===== src/rtl/mux6_rr_arbiter_pkg.sv =====
// Shared definitions for the 6-requester round-robin mux scheduler:
// requester count, select width, FSM encodings and the pointer reset value.
package mux6_rr_arbiter_pkg;

  localparam int unsigned N_REQ = 6;
  localparam int unsigned SEL_W = 3;

  localparam logic [0:0] IDLE  = 1'b0;
  localparam logic [0:0] GRANT = 1'b1;

  // Pointer starts at the last index so requester 0 wins the first scan.
  localparam logic [SEL_W-1:0] LAST_RST = 3'd5;

  // Select index to one-hot grant vector.
  function automatic logic [N_REQ-1:0] sel2onehot(input logic [SEL_W-1:0] sel);
    logic [N_REQ-1:0] oh;
    oh = '0;
    for (int unsigned i = 0; i < N_REQ; i++) begin
      if (sel == SEL_W'(i)) oh[i] = 1'b1;
    end
    return oh;
  endfunction

endpackage


===== src/rtl/mux6_rr_arbiter_rr_pick6.sv =====
// Combinational round-robin pick: first requester at ptr+1, ptr+2, ... modulo 6.
// The scan ends on ptr itself, so a lone current holder is picked again.
module rr_pick6
  import mux6_rr_arbiter_pkg::*;
(
  input  logic [5:0] req,
  input  logic [2:0] ptr,
  output logic [2:0] idx,
  output logic       found
);

  logic [7:0] req_ext;

  assign req_ext = {2'b00, req};

  // Scan six candidates in priority order, keeping the first hit.
  always_comb begin
    logic [3:0] cand;
    found = 1'b0;
    idx   = '0;
    cand  = '0;
    for (int unsigned k = 1; k <= N_REQ; k++) begin
      cand = {1'b0, ptr} + 4'(k);
      if (cand >= 4'd6) cand = cand - 4'd6;
      if (!found && cand < 4'd6 && req_ext[cand[2:0]]) begin
        found = 1'b1;
        idx   = cand[2:0];
      end
    end
  end

endmodule


===== src/rtl/mux6_rr_arbiter.sv =====
// Round-robin scheduler owning the select of a 6:1 single-bit mux.
// Each requester holds the mux for HOLD_CYCLES cycles or until it releases.
module mux6_rr_arbiter
  import mux6_rr_arbiter_pkg::*;
#(
  parameter int unsigned HOLD_CYCLES = 4,
  parameter int unsigned CNT_W       = 4
) (
  input  logic       clk,
  input  logic       rst_n,
  input  logic       en,
  input  logic [5:0] req,
  output logic [2:0] S,
  output logic [5:0] gnt,
  output logic       busy,
  output logic       slot_end
);

  logic [0:0]       state;
  logic [CNT_W-1:0] cnt;
  logic [2:0]       last;
  logic [2:0]       pick_idx;
  logic             pick_found;
  logic [7:0]       req_ext;
  logic             terminate;

  assign req_ext = {2'b00, req};

  // During a slot last == S, so one pointer serves both the idle pick
  // and the back-to-back pick starting at S+1.
  rr_pick6 u_pick (
    .req   (req),
    .ptr   (last),
    .idx   (pick_idx),
    .found (pick_found)
  );

  // Slot ends on expiry, release by the holder, or enable drop; all collapse to one pulse.
  always_comb begin
    terminate = 1'b0;
    if (state == GRANT) begin
      terminate = (cnt == '0) || !req_ext[S] || !en;
    end
  end

  assign slot_end = terminate;
  assign busy     = |gnt;

  // FSM, slot counter, round-robin pointer and registered mux controls.
  always_ff @(posedge clk or negedge rst_n) begin
    if (!rst_n) begin
      state <= IDLE;
      cnt   <= '0;
      last  <= LAST_RST;
      S     <= '0;
      gnt   <= '0;
    end else begin
      case (state)
        IDLE: begin
          if (en && pick_found) begin
            state <= GRANT;
            S     <= pick_idx;
            gnt   <= sel2onehot(pick_idx);
            cnt   <= CNT_W'(HOLD_CYCLES - 1);
            last  <= pick_idx;
          end else begin
            gnt <= '0;
          end
        end
        GRANT: begin
          if (terminate) begin
            if (en && pick_found) begin
              S    <= pick_idx;
              gnt  <= sel2onehot(pick_idx);
              cnt  <= CNT_W'(HOLD_CYCLES - 1);
              last <= pick_idx;
            end else begin
              state <= IDLE;
              gnt   <= '0;
            end
          end else begin
            cnt <= cnt - 1'b1;
          end
        end
        default: begin
          state <= IDLE;
          gnt   <= '0;
        end
      endcase
    end
  end

endmodule

===== config.mk =====
export PLATFORM = sky130hd
export DESIGN_NAME = mux6_rr_arbiter
export DESIGN_NICKNAME = d
export VERILOG_FILES = /design/src/rtl/mux6_rr_arbiter_pkg.sv /design/src/rtl/mux6_rr_arbiter_rr_pick6.sv /design/src/rtl/mux6_rr_arbiter.sv
export SDC_FILE = /design/constraint.sdc
export NUM_CORES = 1
export LEC_CHECK = 0
export CORE_MARGIN = 2
export CORE_UTILIZATION = 50
export CTS_CLUSTER_SIZE = 16
export DETAILED_ROUTE_END_ITERATION = 8
export PLACE_DENSITY = 0.74
export SLEW_MARGIN = 15
export SYNTH_ARGS = -nofsm -noshare
export SYNTH_HDL_FRONTEND = slang
export SYNTH_SLANG_ARGS = --single-unit

===== constraint.sdc =====
create_clock -name clk -period 4.15 [get_ports clk]
set_clock_uncertainty 0.15 [all_clocks]
set_input_delay 0.83 -clock clk [delete_from_list [all_inputs] [get_ports clk]]
set_output_delay 0.83 -clock clk [all_outputs]
set_load 0.01 [all_outputs]

==> out/qor.json <==
{
  "synth_top_family_by_area": "compound AO/OA/AOI/OAI gates",
  "rsz0062_at_grt": "false",
  "holdPathEnd": "cnt[2]",
  "r2r_end": "S[2]",
  "num_antenna_cells": 0,
  "clockRootBuffer": "clkbuf_8",
  "fmax_ghz": 0.262,
  "grt_util_all_layers": 0.228,
  "critical_path.n_buffers_inverters": 1,
  "worst_hold_path_type": "reg -> reg",
  "worst-slew-pin-transition_ns": 0.727,
  "drive_above_1_share": 0.167,
  "grt_pass1_wl_um": 7890,
  "yosys.area_share.simple": 0.217,
  "synth.area.mux_share": 0.115,
  "cp-start-kind": "register",
  "dieHeight_um": 67.6,
  "start_util": 0.512,
  "die_area_um2": 4560,
  "clkTransAtPathRegs_ns": 0.06,
  "max-cap-violations": 0,
  "critPathSlowestCell": "nor4_1",
  "critPathCaptureType": "register",
  "cts_made_buffers": 3,
  "syn-cell-area_um2": 2020,
  "drt_pre_antenna_iters": 6,
  "period_needed_ns": 3.82,
  "regToRegSetupSlack_ns": 0.33,
  "total_clock_sinks": 16,
  "drcViolationCount": 0,
  "tritoncts": "done",
  "final.setup.tns_ns": 0,
  "r2r_start": "last[1]",
  "first_iter_violations": 128,
  "synth_async_sr_flop_share": 1.00,
  "grt_start_max_net_pins": 19,
  "core_area_um2": 3940,
  "fin_crit_sh": 0.920,
  "std_cell_rows": 23,
  "dp.final_hpwl_um": 3800,
  "synth_seq_area_share": 0.200,
  "adder_cell_fraction_of_synth_area": 0.105,
  "clock_tree.htree_level_count": 1,
  "route.detailed.vias_per_inst": 6.25,
  "status": "completed",
  "synthToLayoutAreaGrowth_pct": 14.4,
  "postSynth.topFlopCell": "dfrtp_1",
  "synth-xor-area-share": 0.0328,
  "ys_types": 73,
  "timing.critical_path.max_delay_family": "compound AO/OA/AOI/OAI gates",
  "post-cts-setup-buffer-count": 0,
  "design.portCount": 20,
  "numPortBuffers": 19,
  "timing.hold.ws_ns": 0.390,
  "crit_path_cell_trace": "inv_1 -> ha_1 -> ha_1 -> mux2_2 -> o22ai_1 -> o22a_1 -> nor4_1 -> o2111ai_1 -> o211ai_1 -> a32oi_1 -> mux2_2",
  "synth_edf_count": 0,
  "hold-path-cell-count": 1,
  "via_count_of_the_routed_design": 1845,
  "critPathArrivalTime_ns": 3.80,
  "route.antenna.remaining_nets": 0,
  "route.final.wire_length_um": 4870,
  "antenna_found_initial": 0,
  "mappedNetlistNets": 252,
  "hold_violations": 0,
  "grt_pass1_vias": 1681,
  "yosysWarningCount": 0,
  "synth_compound_area_frac": 0.274,
  "finalSetupViolCount": 0,
  "routedWlPerCell_um": 16.5,
  "crit_path_max_incr_delay_ns": 0.50,
  "post_synth.cell_area_avg_um2": 8.94,
  "cts-hold-fix-buffers": 0,
  "ff2ff_path_depth": 11,
  "flip_flop_and_latch_count_after_synthesis": 16,
  "worst_slew_margin_rel": 0.514,
  "slew_viol_final": 0,
  "die_width_um": 67.6,
  "cts-resized-gates": 0,
  "critical_path_depth": 11,
  "worst_min_path_start": "cnt[2]",
  "critical_path_required_ns": 4.13,
  "grt-ovfl-total": 0,
  "clock_tree.buffer_depth": 2,
  "design.final.nets": 272,
  "worst_skew_pair.late_latency_ns": 0.25,
  "gpl.final_weighted_congestion": 0.880,
  "path_class": "reg -> reg",
  "crit_fanout": 8,
  "netlist_instances": 226
}
[sequential cells by signal, indices dropped and copies added, names as in the netlist]
name and cells:
last 3, S 2, cnt 4, gnt 6
state 1
[cells in the mapped netlist, types with 4 or more instances]
master,count,area share
inv_1,13,0.024
o211ai_1,4,0.015
nor3_1,7,0.017
nor2_1,12,0.022
nand3_1,9,0.022
clkbuf_1,4,0.0074
ha_1,17,0.11
a21oi_1,5,0.012
a22o_1,4,0.017
mux2i_1,13,0.064
nor4_1,4,0.012
dfrtp_1,14,0.17
o21ai_0,13,0.032
a32o_1,4,0.020
mux2_2,7,0.039
nand2_1,16,0.030
[worst reg2reg max path, cell delays in order, from the launching register on]
cell	delay [ns]
dfrtp_1	0.46
inv_1	0.20
ha_1	0.45
ha_1	0.40
mux2_2	0.25
o22ai_1	0.07
o22a_1	0.25
nor4_1	0.50
o2111ai_1	0.21
o211ai_1	0.30
a32oi_1	0.17
mux2_2	0.30
[placed cells by master, fill, tap and decap left out, types with 3 or more instances in the layout]
cell             instances
a21o_1                   3
a21oi_1                  5
a22o_1                   4
a32o_1                   4
and2_1                   3
and3_1                   3
buf_4                    5
clkbuf_8                 4
clkdlybuf4s50_1         19
dfrtp_1                 14
ha_1                    17
inv_1                   13
mux2_2                   7
mux2i_1                 13
nand2_1                 16
nand2b_1                 3
nand3_1                  9
nor2_1                  12
nor3_1                   7
nor4_1                   4
o211ai_1                 4
o21ai_0                 13
o22ai_1                  3
[worst max-delay path by stage]
| stage | startpoint | endpoint | slack (ns) |
|---|---|---|---|
| detailed placement | last[1] | gnt[1] | 0.38 |
| floorplan | last[1] | S[2] | 0.45 |
| global placement | last[1] | S[2] | 0.41 |
| finish | last[1] | S[2] | 0.33 |
| CTS | last[1] | gnt[1] | 0.38 |
| global route | last[1] | gnt[1] | 0.11 |
[cells by family after synthesis]
logic type,after synthesis
simple gates,76
compound gates,67
buf+inv,24
mux,21
fa+ha+maj,17
flops,16
xor+xnor,5
[final cells by class]
cell class                      count  area, µm²
Sequential cell                    16        403
Tap cell                           50       62.6
Multi-Input combinational cell    186       1500
Clock buffer                        4       55.1
Fill cell                         331       1630
Timing Repair Buffer               24        228
Inverter                           15       58.8
[layer usage]
metal	GRT usage	vias to the layer above	wire length [µm]
li1	-	904	-
met1	0.313	893	2350
met2	0.376	39	2250
met3	0.0200	9	183
met4	0.0740	0	87
met5	0	-	0
[metrics by stage]
step	setup slack [ns]	utilization	cell area (µm²)	instances
2_1_floorplan	0.447	-	2020	226
3_3_place_gp	0.412	0.572	2250	291
3_5_place_dp	0.383	0.572	2250	291
4_1_cts	0.377	0.586	2310	295
5_1_grt	0.107	0.586	2310	295
6_report	0.332	0.586	2310	295
Power is left out: the tool's default activity adds up to more than one toggle a clock period on the data nets, which glitch-free logic cannot reach.
==> RTL edit, RTL diff (same settings) <==
Reset style: synchronous (`rst_n`), changed in one clocked block.
--- a/src/rtl/mux6_rr_arbiter.sv
+++ b/src/rtl/mux6_rr_arbiter.sv
@@ -47,7 +47,7 @@
   assign busy     = |gnt;
 
   // FSM, slot counter, round-robin pointer and registered mux controls.
-  always_ff @(posedge clk or negedge rst_n) begin
+  always_ff @(posedge clk) begin
     if (!rst_n) begin
       state <= IDLE;
       cnt   <= '0;
Behaviour: differs if rst_n is asserted again (counterexample within 4 cycles, from zero or initial values and one cycle with rst_n low); with rst_n held inactive, the same outputs for 10 cycles.
==> RTL edit against the original RTL <==
Count of clock-buffer cells in the layout unchanged. Critical endpoint is now last[2]. Synthesized area decreased by 8.3%. Final cell count increased by 2.4%. Worst setup slack got worse by 6.4 ps. Largest cell class unchanged. Design area decreased by 5.6%. Sequential cell count unchanged. Hold slack got worse by 48 ps. Routed wire length decreased by 4.8%.
==> RTL edit: results (changes against the original RTL) <==
dominant cells by area after synthesis dfxtp_1 17%, ha_1 11%, nand2_1 4.9%; routed wl met2 2150 µm (-4.4%); Placement Cell Area 0.00213 mm² (-5.7%); CP startpoint last[0]; met2 Use GR 37.5% (-0.12 points); post-detail-place hpwl 3620 µm (-4.7%); Synthesized Nets 257 (+2.0%); DP Cell Count 298 (+2.4%); Worst slew margin 69.5% (+18 points); routed vias 1813 (-1.7%); peak fanout along the critical path 20 (+12); Routed met3 length 196 µm (+7.1%); Placer Congestion 0.885 (+0.57%); worst stage delay on the critical path 480 ps (-20 ps); Nets 280 (+2.9%); total track usage 23.1% (+0.29 points); Primary FF master, synth dfxtp_1; critical path's slowest cell a2111oi_0; met1 WL 2280 µm (-2.9%); hold path startpoint gnt[4]; Detailed Route Iter0 Violations 112 (-13%); largest net degree at the start of global routing 21 (+2); Distinct cells, synth 65 (-11%); Via density 6.00 (-4.0%); Critical Path AT 3780 ps (-20 ps); worst reg-to-reg path cell count 13 (+2); clock insertion delay at the later pin of the skew report 250 ps (about the same); router iterations before antenna repair 5 (-1); WL/cell 15.4 µm (-7.0%); GR Layer Usage met1 33.7% (+2.4 points); first-pass GRT wire length 7890 µm (about the same); fraction of layout cells with a size suffix above 1 13.4% (-3.3 points); Post-synth top cells 24 x nand2_1, 16 x dfxtp_1, 16 x ha_1, 14 x nor2_1, 14 x o21ai_0; status completed; Hold Path Depth 2 (+1); GR Util met3 3.65% (+1.6 points); async set or reset register ratio after synthesis 0% (-100 points); vias in the first global route 1653 (-1.7%); Placement Setup Slack 176 ps (-207 ps)
[RTL edit: cell types whose count changed after synthesis, moves of 4 or more]
cell	before	now
a21oi_1	5	9
dfrtp_1	14	0
dfxtp_1	0	16
inv_1	13	9
mux2i_1	13	7
nand2_1	16	24
nand2b_1	3	7
nand3_1	9	4
[RTL edit: final cells by class]
cell class / count / area (µm²)
multi-input combinational: 194 / 1430
sequential: 16 / 320
fill: 333 / 1430
tap: 48 / 60.1
clock buffer: 4 / 55.1
inverter: 9 / 33.8
timing repair buffer: 31 / 280
[RTL edit: cell families after synthesis]
kind of cell / share of synthesized area, %
simple gates: 22.6
fa+ha+maj: 10.8
xor+xnor: 2.77
mux: 10.7
flops: 17.3
compound gates: 30.4
buf+inv: 5.41
[RTL edit: worst paths after layout]
kind                  end  slack (ps)
setup / recovery  last[2]         330
hold reg to reg    gnt[4]         340
hold / removal     gnt[4]         340
setup reg to reg  last[2]         330
